$ cat config.mk
export PLATFORM = sky130hd
export DESIGN_NAME = bsg_rocket_fsb_out_arbiter
export DESIGN_NICKNAME = d
export VERILOG_FILES = /design/src/rtl/bsg_rocket_fsb_out_arbiter.sv
export SDC_FILE = /design/constraint.sdc
export NUM_CORES = 1
export LEC_CHECK = 0
export BUFFER_PORTS_ARGS = -buffer_cell sky130_fd_sc_hd__buf_2
export CORE_MARGIN = 2
export CORE_UTILIZATION = 44
export CTS_BUF_LIST = sky130_fd_sc_hd__clkbuf_2
export DETAILED_ROUTE_END_ITERATION = 10
export GPL_ROUTABILITY_DRIVEN = 0
export PLACE_DENSITY_LB_ADDON = 0.15
export SLEW_MARGIN = 20
export SYNTH_ARGS = -nofsm -noshare
export SYNTH_HDL_FRONTEND = slang
export SYNTH_SLANG_ARGS = --single-unit
export TNS_END_PERCENT = 100
$ cat constraint.sdc
create_clock -name clk_i -period 1.4 [get_ports clk_i]
set_input_delay 0.21 -clock clk_i [delete_from_list [all_inputs] [get_ports clk_i]]
set_output_delay 0.21 -clock clk_i [all_outputs]
set_load 0.03 [all_outputs]
$ cat src/rtl/bsg_rocket_fsb_out_arbiter.sv
// rtl/bsg_rocket_fsb_out_arbiter.sv - round-robin FSB output arbiter, optional burst lock via BSG_ROCKET_FSB_ARB_BURST_EN
module bsg_rocket_fsb_out_arbiter #(
    parameter int num_clients_p = 2,
    parameter int width_p       = 80,
    parameter int burst_p       = 4,
    localparam int id_w_lp      = $clog2(num_clients_p)
) (
    input  logic                               clk_i,
    input  logic                               reset_i,
    input  logic                               en_i,
    input  logic [num_clients_p-1:0]           v_i,
    input  logic [num_clients_p*width_p-1:0]   data_i,
    output logic [num_clients_p-1:0]           yumi_o,
    output logic                               fsb_node_v_o,
    output logic [width_p-1:0]                 fsb_node_data_o,
    input  logic                               fsb_node_yumi_i,
    output logic [id_w_lp-1:0]                 grant_id_o
);

    if (num_clients_p < 2 || burst_p < 1) begin : g_bad_params
        $error("bsg_rocket_fsb_out_arbiter: num_clients_p must be >= 2 and burst_p >= 1");
    end

    logic               obuf_v;
    logic [width_p-1:0] obuf_data;
    logic [id_w_lp-1:0] obuf_id;
    logic [id_w_lp-1:0] last_grant;

    logic               can_accept;
    logic               grant_ok;
    logic               rr_v;
    logic [id_w_lp-1:0] rr_id;
    logic [id_w_lp-1:0] cand;
    logic               lock_hold;
    logic               grant_v;
    logic [id_w_lp-1:0] grant_id;

    assign can_accept = ~obuf_v | fsb_node_yumi_i;
    assign grant_ok   = ~reset_i & en_i & can_accept;

    // First valid requester searching upward from last_grant+1, wrapping at num_clients_p.
    always_comb begin
        rr_v  = 1'b0;
        rr_id = '0;
        cand  = '0;
        for (int i = 0; i < num_clients_p; i++) begin
            cand = id_w_lp'((int'(last_grant) + 1 + i) % num_clients_p);
            if (!rr_v && v_i[cand]) begin
                rr_v  = 1'b1;
                rr_id = cand;
            end
        end
    end

`ifdef BSG_ROCKET_FSB_ARB_BURST_EN
    localparam int cnt_w_lp = $clog2(burst_p + 1);

    logic                lock_v;
    logic [cnt_w_lp-1:0] burst_cnt;

    // last_grant doubles as the lock owner since it always tracks the locked requester.
    assign lock_hold = lock_v & v_i[last_grant] & (burst_cnt < cnt_w_lp'(burst_p));

    always_ff @(posedge clk_i) begin
        if (reset_i) begin
            lock_v    <= 1'b0;
            burst_cnt <= '0;
        end else if (grant_ok) begin
            if (lock_hold) begin
                burst_cnt <= burst_cnt + cnt_w_lp'(1);
            end else if (rr_v) begin
                lock_v    <= 1'b1;
                burst_cnt <= cnt_w_lp'(1);
            end else begin
                lock_v    <= 1'b0;
                burst_cnt <= '0;
            end
        end
    end
`else
    assign lock_hold = 1'b0;
`endif

    always_comb begin
        grant_v  = 1'b0;
        grant_id = rr_id;
        if (grant_ok) begin
            if (lock_hold) begin
                grant_v  = 1'b1;
                grant_id = last_grant;
            end else if (rr_v) begin
                grant_v  = 1'b1;
                grant_id = rr_id;
            end
        end
    end

    assign yumi_o = grant_v ? ({{(num_clients_p-1){1'b0}}, 1'b1} << grant_id) : '0;

    // A grant overwrites obuf in the same cycle it drains, so back-to-back beats have no bubble.
    always_ff @(posedge clk_i) begin
        if (reset_i) begin
            obuf_v     <= 1'b0;
            obuf_data  <= '0;
            obuf_id    <= '0;
            last_grant <= id_w_lp'(num_clients_p - 1);
        end else if (grant_v) begin
            obuf_v     <= 1'b1;
            obuf_data  <= data_i[int'(grant_id)*width_p +: width_p];
            obuf_id    <= grant_id;
            last_grant <= grant_id;
        end else if (fsb_node_yumi_i) begin
            obuf_v <= 1'b0;
        end
    end

    assign fsb_node_v_o    = obuf_v;
    assign fsb_node_data_o = obuf_data;
    assign grant_id_o      = obuf_id;

endmodule

# After elaboration in Yosys (flattened, before gate mapping)
# Index checks and enable logic that the tools add are counted.
# word_totals
ff_bits,83
output_inout_bits,84
elab_cells,32
# classes
n_addsub,2
mul,1
n_lt_le_gt_ge,2
shift,2
muxes,13
bitwise_logic,5
reduce_logical,3
# ops
op,n
160-bit by 9-bit variable part select with 80-bit output,1
1-bit two-way mux,12
"1-bit by 2-bit < comparator with 1-bit output, second input constant",2
"1-bit by 3-bit multiplier with 4-bit output, second input constant",1
"1-bit adder, second input constant",2
1-bit AND,2
2-bit two-way mux,1
1-bit inverter,2
2-bit nonzero test,1
"1-bit by 1-bit left shift with 2-bit output, first input constant",1
1-bit logical AND,1
1-bit logical NOT,1
1-bit bitwise OR,1

# Longest topological paths before layout
# Gate-level depths: netlist (run 1).
# logic_depth
depth_word,10
ltp_mapped,5
depth_no_buf,3

# Least setup slack after synthesis (run 1)
# Ideal clock, no wire load.
# synth_path
path_type,flip-flop to flip-flop
start,"register obuf_v, in the netlist fsb_node_v_o"
end,"register obuf_id, in the netlist grant_id_o"
setup_time_ns,0.060
t_arrival_ns,1.534
slack_ns,-0.194
stages_incl_launch_ff,4
path_cell_list,dfxtp_1 -> nor2b_1 -> nor4_2 -> o21a_1
# synth_via
elab_chain_len,4
# synth_lines
element,line_no,text
start: declaration,24,logic obuf_v;
start signal: assignment,103,obuf_v <= 1'b0;
start signal: assignment,108,obuf_v <= 1'b1;
start signal: assignment,113,obuf_v <= 1'b0;
1-bit inverter,38,assign can_accept = ~obuf_v | fsb_node_yumi_i;
1-bit bitwise OR,38,
1-bit AND,39,assign grant_ok = ~reset_i & en_i & can_accept;
1-bit two-way mux,87,if (grant_ok) begin
end signal: assignment,110,obuf_id <= grant_id;
end: declaration,26,logic [id_w_lp-1:0] obuf_id;
# Every way passes these cells.
# A chain may end at the register's enable or synchronous reset.

# Worst setup path in the final report (run 1)
# layout_path
start,register last_grant
end,output port yumi_o[1]
# layout_via
elab_chain_len,10
elab_cells_between_ends,16
classes_between,add/sub (2); shift (1); mux (11); reduce/logical (2)
# layout_lines
element,line_no,text
start: declaration,27,logic [id_w_lp-1:0] last_grant;
start signal: assignment,106,last_grant <= id_w_lp'(num_clients_p - 1);
start signal: assignment,111,last_grant <= grant_id;
1-bit adder (*),47,cand = id_w_lp'((int'(last_grant) + 1 + i) % num_clients_p);
1-bit two-way mux (not written as such) (2 in series),48,if (!rr_v && v_i[cand]) begin
1-bit two-way mux,48,
1-bit logical NOT,48,
1-bit logical AND,48,
1-bit two-way mux,48,
1-bit two-way mux,91,end else if (rr_v) begin
1-bit two-way mux,87,
2-bit two-way mux (*),98,"assign yumi_o = grant_v ? ({{(num_clients_p-1){1'b0}}, 1'b1} << grant_id) : '0;"
end: declaration,13,"output logic [num_clients_p-1:0] yumi_o,"
# Mark *: on every way between the ends. The rest lies on a longest branch, timed or not. The select of a mux whose other input is x is not followed.

==> metrics list, run 1 <==
* Run status: finished, violations left
- The final reports fail on negative setup slack.
- Final Hold Fails: 0
* Total number of vias: ~6000
- Summing internal, switching and leakage power gives a little under 6000 uW.
- Derived from the worst setup path, the maximum achievable clock frequency is around 600 MHz.
- Sorting the synthesized cells by how often they occur yields sky130_fd_sc_hd__nand2_1, sky130_fd_sc_hd__dfxtp_1, sky130_fd_sc_hd__a311oi_1, sky130_fd_sc_hd__a31oi_1, sky130_fd_sc_hd__buf_2.
- The number of antenna diodes in the final layout is 0.
- Headroom to the max-slew limit: 0.531
- Seq cells post-synth: 83
* Portion of synthesized cell area occupied by the leading cell type: 0.428
- Pins Over Slew Limit: 0
* Met1 Resource Use GR: 0.408
* Dominant cell by count in the synthesized netlist: sky130_fd_sc_hd__nand2_1
- Met3 routing resource usage after global routing: 0.0823
- Final routed DRC violation total: 0
- Dividing the detail-routed wire length by the instance count gives 20.0 um.
* Worst min path class: in -> reg
- After global routing, the most crowded layer is met2.
* Dominant register cell in the synthesized netlist: sky130_fd_sc_hd__dfxtp_1
- In the global route stage, met2 resource usage came out at 0.603.
- The worst setup path is captured at an output pin.
- Register Area: around 0.0017 mm2
- During synthesis, Yosys emitted a total of 0 warnings.
- The clock tree synthesis step divided the H-tree into 3 levels.
* Top cell type by total area after synthesis: sky130_fd_sc_hd__dfxtp_1
- In the final layout, the multi-input gates occupy between 0.002 and 0.0025 mm2.
* Clock sink count: 83
- Data arrives at the worst endpoint at approximately 1.5 ns.
- From left edge to right edge, the die measures ~98 um.
- Minimum clock period: between 1.5 and 2 ns
* Buffers on Ports: approximately 250
- Clock Path Buffers: 2
- Synthesized cell area: 0.00389 mm2
* CTS Buf Count: 9
- Data required time at the worst endpoint: about 1.2 ns
- After legalization and detailed placement, the total HPWL measured between 9000 and 10000 um.
- The number of global-route vias before repair was between 5000 and 6000.
* Worst Setup Path Type: reg -> out
- In this run, the number of DRC markers left after iteration 0 of detailed routing was about 530.
- Count of unique library cells instantiated by Yosys: 23
- Sequential cell area fraction in the yosys report: 0.428
* Peak VDD IR: approximately 550 uV
- The core region is around 0.0086 mm2.
* Unrepaired setup endpoints after global routing: true
* Number of antenna violations at the first check in global routing: 0
- Worst-path clk slew: about 0.21 ns
- Total nets after synthesis: around 650
- Dividing the final minimum period by the clock period gives 1.20.
- Clock insertion delay at the later pin of the skew report: about 0.51 ns
- Die footprint: between 0.009 and 0.01 mm2
- Setup TNS Final: -0.541 ns
* Synth async-reset ratio: 0
- Global route total overflow: 0
* Leak pwr: ~0.0033 uW
- Global-route wire length before repair: between 20000 and 30000 um
- Area contributors post-synth: sky130_fd_sc_hd__dfxtp_1, sky130_fd_sc_hd__a311oi_1, sky130_fd_sc_hd__nand2_1, sky130_fd_sc_hd__a31oi_1, sky130_fd_sc_hd__buf_2
* Post-Syn Instances: 480
* Clock Root Buffer: sky130_fd_sc_hd__clkbuf_2
- The count of nets left with antenna violations once routing finished came out at 0.
- TritonCTS built the clock tree.
- Nets@finish: 1031
- For the pin with the worst max-slew slack, the measured transition is about 0.7 ns.
- The initial utilization of the core area, before any placement, comes to 0.450.
- The final layout contains routed wiring with a total length of just under 20000 um.
- Overall die height: ~98 um
- Total global routing track utilization: 0.355
- Number of iterations in the first detailed-routing pass: 6
- Top-Level Pins: between 200 and 300
- Layout-stage area growth over the synthesis result: 89.7%
- For this design the ratio of total power to cell area is between 800 and 900 mW/mm2.
- Highest fanout seen on the critical path: 4
- Setup violations remaining at the end of the flow were counted as 5.
- Of the cells placed in the final design, the portion with a size suffix greater than 1 is 0.387.
- Cell Rows: 34
- Maximum number of pins on one net before global-route repair: between 50 and 60
* Filler cells: approximately 450
- Post-synthesis area per instance: ~8.1 um2
* Worst Skew: a little over 0.03 ns
- Mean number of vias per cell: a little over 6
- Min setup slack post-route: -0.275 ns
- Number of flops mapped to enable cells by yosys: 0
- Max-cap violations in this run came to 0.
- Critical path startpoint category: flip-flop
## critical path, stage by stage (launching register included)
cell and delay (ns):
sky130_fd_sc_hd__dfxtp_4 0.40, sky130_fd_sc_hd__a21bo_4 0.24, sky130_fd_sc_hd__nor4_4 0.17, sky130_fd_sc_hd__buf_6 0.18
## sequential cells by signal, indices dropped and copies added (netlist names)
| signal | cells |
|---|---|
| last_grant | 1 |
| fsb_node_v_o | 1 |
| grant_id_o | 1 |
| fsb_node_data_o | 80 |
## layout by cell type (no fill, tap or decap), types with 2 or more instances in the layout
cell                            netlist  routed
sky130_fd_sc_hd__dlygate4sd3_1        0     160
sky130_fd_sc_hd__clkinv_1             0       2
sky130_fd_sc_hd__buf_4                6       6
sky130_fd_sc_hd__dfxtp_1             83      77
sky130_fd_sc_hd__nand2_4              0       3
sky130_fd_sc_hd__buf_6                0       5
sky130_fd_sc_hd__a311oi_2             0      18
sky130_fd_sc_hd__a311oi_1            80      62
sky130_fd_sc_hd__clkbuf_2             1      11
sky130_fd_sc_hd__clkbuf_4             1       4
sky130_fd_sc_hd__clkbuf_16            0       5
sky130_fd_sc_hd__dfxtp_2              0       5
sky130_fd_sc_hd__nand2_1            160     148
sky130_fd_sc_hd__buf_2               36     243
sky130_fd_sc_hd__buf_12               0      11
sky130_fd_sc_hd__nand2_2              0       9
sky130_fd_sc_hd__a31oi_1             80      80
## final timing paths
| path | slack, ns | cells past startpoint | startpoint | endpoint |
|---|---|---|---|---|
| worst max-delay path | -0.27 | 3 | last_grant$_SDFFE_PP1P_ | yumi_o[1] |
| worst min-delay path | 0.08 | 3 | en_i | fsb_node_v_o$_SDFFE_PP0P_ |
| worst max register to register | -0.01 | 6 | last_grant$_SDFFE_PP1P_ | fsb_node_data_o[52]$_SDFFE_PP0P_ |
| worst min register to register | 0.53 | 1 | last_grant$_SDFFE_PP1P_ | last_grant$_SDFFE_PP1P_ |
## routing by layer
layer  vias to the layer above  part of all wire
met5                         -                 0
met4                         0             0.056
met3                       118              0.11
met2                       524              0.48
met1                      2716              0.35
li1                       2582                 -
## report_power, final
part	leakage, uW	switching [uW]	internal (uW)
combinational	0.00256	1170	964
clock	0.0000669	788	405
sequential	0.000683	95.7	2530
total	0.00331	2060	3900
## cell type report
| class | count | share of cell area |
|---|---|---|
| well taps | 108 | 0.0183 |
| repair buffers | 436 | 0.453 |
| inverters | 1 | 0.000509 |
| flip-flops and latches | 83 | 0.227 |
| clock inverters | 4 | 0.00577 |
| multi-input cells | 334 | 0.289 |
| clock buffers | 11 | 0.00747 |
## through the flow
stage / hold slack [ns] / worst slack (ns) / cells / util / area, um2
global route: 0.0464 / -0.352 / 977 / 0.854 / 7370
finish: 0.0758 / -0.275 / 977 / 0.854 / 7370
floorplan: 0.370 / 0.0259 / 480 / - / 3900
global placement: 0.475 / 0.0891 / 792 / 0.607 / 5240
detailed placement: 0.483 / -0.0170 / 792 / 0.607 / 5240
CTS: 0.0345 / -0.342 / 969 / 0.812 / 7010
## logic make-up (layout without fill, tap and decap cells)
| group | count (synthesis) | count (layout) | share of synthesized area |
|---|---|---|---|
| DFF | 83 | 83 | 0.428 |
| AOI/OAI and AO/OA | 168 | 168 | 0.325 |
| buffers and inverters | 63 | 452 | 0.0795 |
| and+or+nand+nor | 166 | 166 | 0.167 |
## timing repair
action	in CTS	in global routing
pin swaps	2	19
hold buffers	160	0
endpoints found under the hold margin	80	0
resized for setup	8	50
cloned	1	6
setup buffers	1	3
setup endpoints to repair	3	65
Power figures use the tool's default switching activity.
==> run 2: changes to the inputs <==
CELL_PAD_IN_SITES_DETAIL_PLACEMENT = 1   (was default)
CELL_PAD_IN_SITES_GLOBAL_PLACEMENT = 1   (was default)
CORE_UTILIZATION = 27   (was 44)
HOLD_SLACK_MARGIN = 0.15   (was default)
clock period = 1.45 ns   (was 1.4 ns; I/O delays follow)
==> metrics list, run 2 (synthesis gave the netlist of run 1 again) <==
- Power Dens Cells: 720 mW/mm2 (-11%)
- Mean number of vias per cell: 5.50 (-9.5%)
- The number of fillers in the final layout was 1580 (+250%).
- The post-layout worst setup margin came to -0.283 ns (-0.00824 ns).
* Average routed wire per standard cell: 22.1 um (+11%)
* Global-route wire length before repair: 31200 um (+11%)
- The width of the chip was 124 um (+27%).
- The clock transition time at the flip-flop clock pins of the worst setup and hold paths was 0.21 ns (about the same).
* Nets@finish: 1043 (+1.2%)
- The boundary pin count is 250 (unchanged).
- Type of destination of the critical path: output pin
* Share of layout cells above drive strength 1: 0.511 (+0.125)
* Cell Rows: 43 (+26%)
* Non-filler instance count after layout: 1064 (+8.9%)
- The transition at the pin with the smallest max-transition slack was 0.668 ns (-0.0355 ns).
- The flow ran to the end, but the final reports show violations.
- The total design power came to 5940 uW (-0.21%).
- The setup path with the least slack is of type reg -> out.
* Number of flip-flops under the largest register name: 80 (unchanged)
* Post-DRT Antenna Nets: 0 (unchanged)
- Final wirelength: 23600 um (+20%)
* Depth of the worst hold-timing path: 4 (+1)
* Minimum clock period: roughly 1.7 ns
- Clock Path Buffers: 2 (unchanged)
- The maximum number of pins on one net before global-route repair was 62 (+11%).
- Worst min path class: in -> reg
- Final routed DRC violation total: 0 (unchanged)
* Placeable core area: 0.0140 mm2 (+62%)
- Of the available clock period, the critical path in the final layout requires 1.20.
- Setup repair after global routing could not meet its margin everywhere.
- Min Hold Slack: 0.217 ns (+0.141 ns)
- H-tree lvl count: 3 (unchanged)
* Pins Over Slew Limit: 0 (unchanged)
- Cell chain of the critical path: a21bo_4 > nor4_4 > buf_6
- Die footprint: 0.0154 mm2 (+60%)
- The relative slew slack came to 0.555 (+0.0237).
- Worst Skew: 0.0109 ns (-0.0196 ns)
* Number of iterations in the first detailed-routing pass: 4 (-2)
- Post-Place Worst Slack: -0.00767 ns (+0.00934 ns)
* Layout-stage area growth over the synthesis result: 112%
- The static leakage power is 0.00364 uW (+9.9%).
* F_max: about 580 MHz
- MaxCap Viol Count: 0 (unchanged)
- The cell area reported after detailed placement came to 0.00536 mm2 (+2.2%).
- R2R setup slack: -0.09 ns (-0.08 ns)
- The violation count after the first detailed-routing iteration is 399 (-24%).
* Clock insertion delay at the later pin of the skew report: 0.54 ns (+0.03 ns)
- The final number of setup-violating endpoints is 29 (+24).
- The number of instances in the placed design was 865 (+9.2%).
- The maximum single-stage delay on the critical path is 0.41 ns (about the same).
- TritonCTS built the clock tree.
- The number of antenna violations at the first check in global routing came to 1 (+1).
- The number of global-route vias before repair was 6158 (+8.3%).
- Total number of vias: 5856 (-1.4%)
* Total global routing track utilization: 0.263 (-0.0915)
* Final design area excluding fillers: 0.00824 mm2 (+12%)
- Leaving out fill and tap cells, the most frequent cell in the layout is sky130_fd_sc_hd__buf_2.
- The worst path required time is 1.23 ns (+0.04 ns).
* Initial core utilization: 0.278 (-0.172)
- The count of buffers from port buffering was 249 (unchanged).
- Clock sink count: 83 (unchanged)
- The arrival time of data at the critical path endpoint was 1.52 ns (+0.06 ns).
- The count of endpoints failing hold in the final timing report came to 0 (unchanged).
- Highest-delay cell along the critical path: sky130_fd_sc_hd__dfxtp_4
* CTS Buf Count: 9 (unchanged)
- Highest fanout seen on the critical path: 3 (-1)
- Clock Root Buffer: sky130_fd_sc_hd__clkbuf_2
- The die extent in y came to 124 um (+27%).
- Highest-count cells in the layout ignoring fill and taps: sky130_fd_sc_hd__buf_2, sky130_fd_sc_hd__dlygate4sd3_1, sky130_fd_sc_hd__nand2_1
- Critical path startpoint category: flip-flop
- The final reports fail on negative setup slack.
* Half-perimeter wire length after detailed placement: 11300 um (+24%)
- Peak VDD IR: 285 uV (-48%)
- Path depth of the worst reg2reg path: 6 (unchanged)
- The total congestion overflow after global routing was 0 (unchanged).
[run 2: cell count changes in the layout (fill, tap and decap cells not counted), moves of 4 or more]
| cell | delta |
|---|---|
| sky130_fd_sc_hd__a311oi_1 | -26 |
| sky130_fd_sc_hd__a311oi_2 | +26 |
| sky130_fd_sc_hd__buf_16 | +4 |
| sky130_fd_sc_hd__buf_2 | -50 |
| sky130_fd_sc_hd__buf_4 | +7 |
| sky130_fd_sc_hd__clkbuf_4 | +47 |
| sky130_fd_sc_hd__dfxtp_1 | -40 |
| sky130_fd_sc_hd__dfxtp_2 | +40 |
| sky130_fd_sc_hd__nand2_1 | -40 |
| sky130_fd_sc_hd__nand2_2 | +9 |
| sky130_fd_sc_hd__nand2_4 | +31 |
[run 2: worst paths after layout]
path / from / endpoint
max: last_grant$_SDFFE_PP1P_ / yumi_o[1]
min: en_i / grant_id_o$_SDFFE_PP0P_
max reg2reg: last_grant$_SDFFE_PP1P_ / fsb_node_data_o[77]$_SDFFE_PP0P_
min reg2reg: last_grant$_SDFFE_PP1P_ / last_grant$_SDFFE_PP1P_
[run 2: final cells by class]
class                      instances  area (um2)  area share
multi-input combinational        334        2550       0.309
clock buffer                      11        55.1     0.00668
inverter                           1        3.75    0.000455
clock inverter                     5        20.0     0.00243
timing repair buffer             448        3670       0.445
antenna                            2        5.00    0.000607
tap                              180         225      0.0273
sequential                        83        1720       0.209
[run 2: report_power, final]
part | internal, uW | switching (uW) | total [uW]
clock | 216 | 800 | 1020
sequential | 2450 | 97.3 | 2550
combinational | 1090 | 1290 | 2370
[run 2: worst max-delay path: cells and delay by family (launching register included)]
kind	cells	cell delay [ns]
flops	1	0.41
simple gates	1	0.17
buf+inv	1	0.18
compound gates	1	0.22
[run 2: timing repair]
| action | CTS | global route |
|---|---|---|
| hold buffers | 162 | 0 |
| hold endpoints to repair | 83 | 0 |
| endpoints found under the setup margin | 11 | 134 |
| pin swaps | 4 | 95 |
| gates cloned | 4 | 8 |
| buffers inserted | 3 | 4 |
| resized for setup | 19 | 237 |
[run 2: per-stage QoR]
| step | TNS, ns | utilization |
|---|---|---|
| after floorplan | 0 | - |
| after global placement | 0 | 0.383 |
| after detailed placement | -0.0133 | 0.383 |
| after CTS | -1.07 | 0.518 |
| after global routing | -3.70 | 0.589 |
| final | -1.05 | 0.589 |
[run 2: metal layers]
layer  track usage  wire [um]  vias up
met5             0          0        -
met4         0.133       1030        0
met3        0.0586       1610       89
met2         0.455      11700      298
met1         0.305       9200     2854
li1              -          -     2615
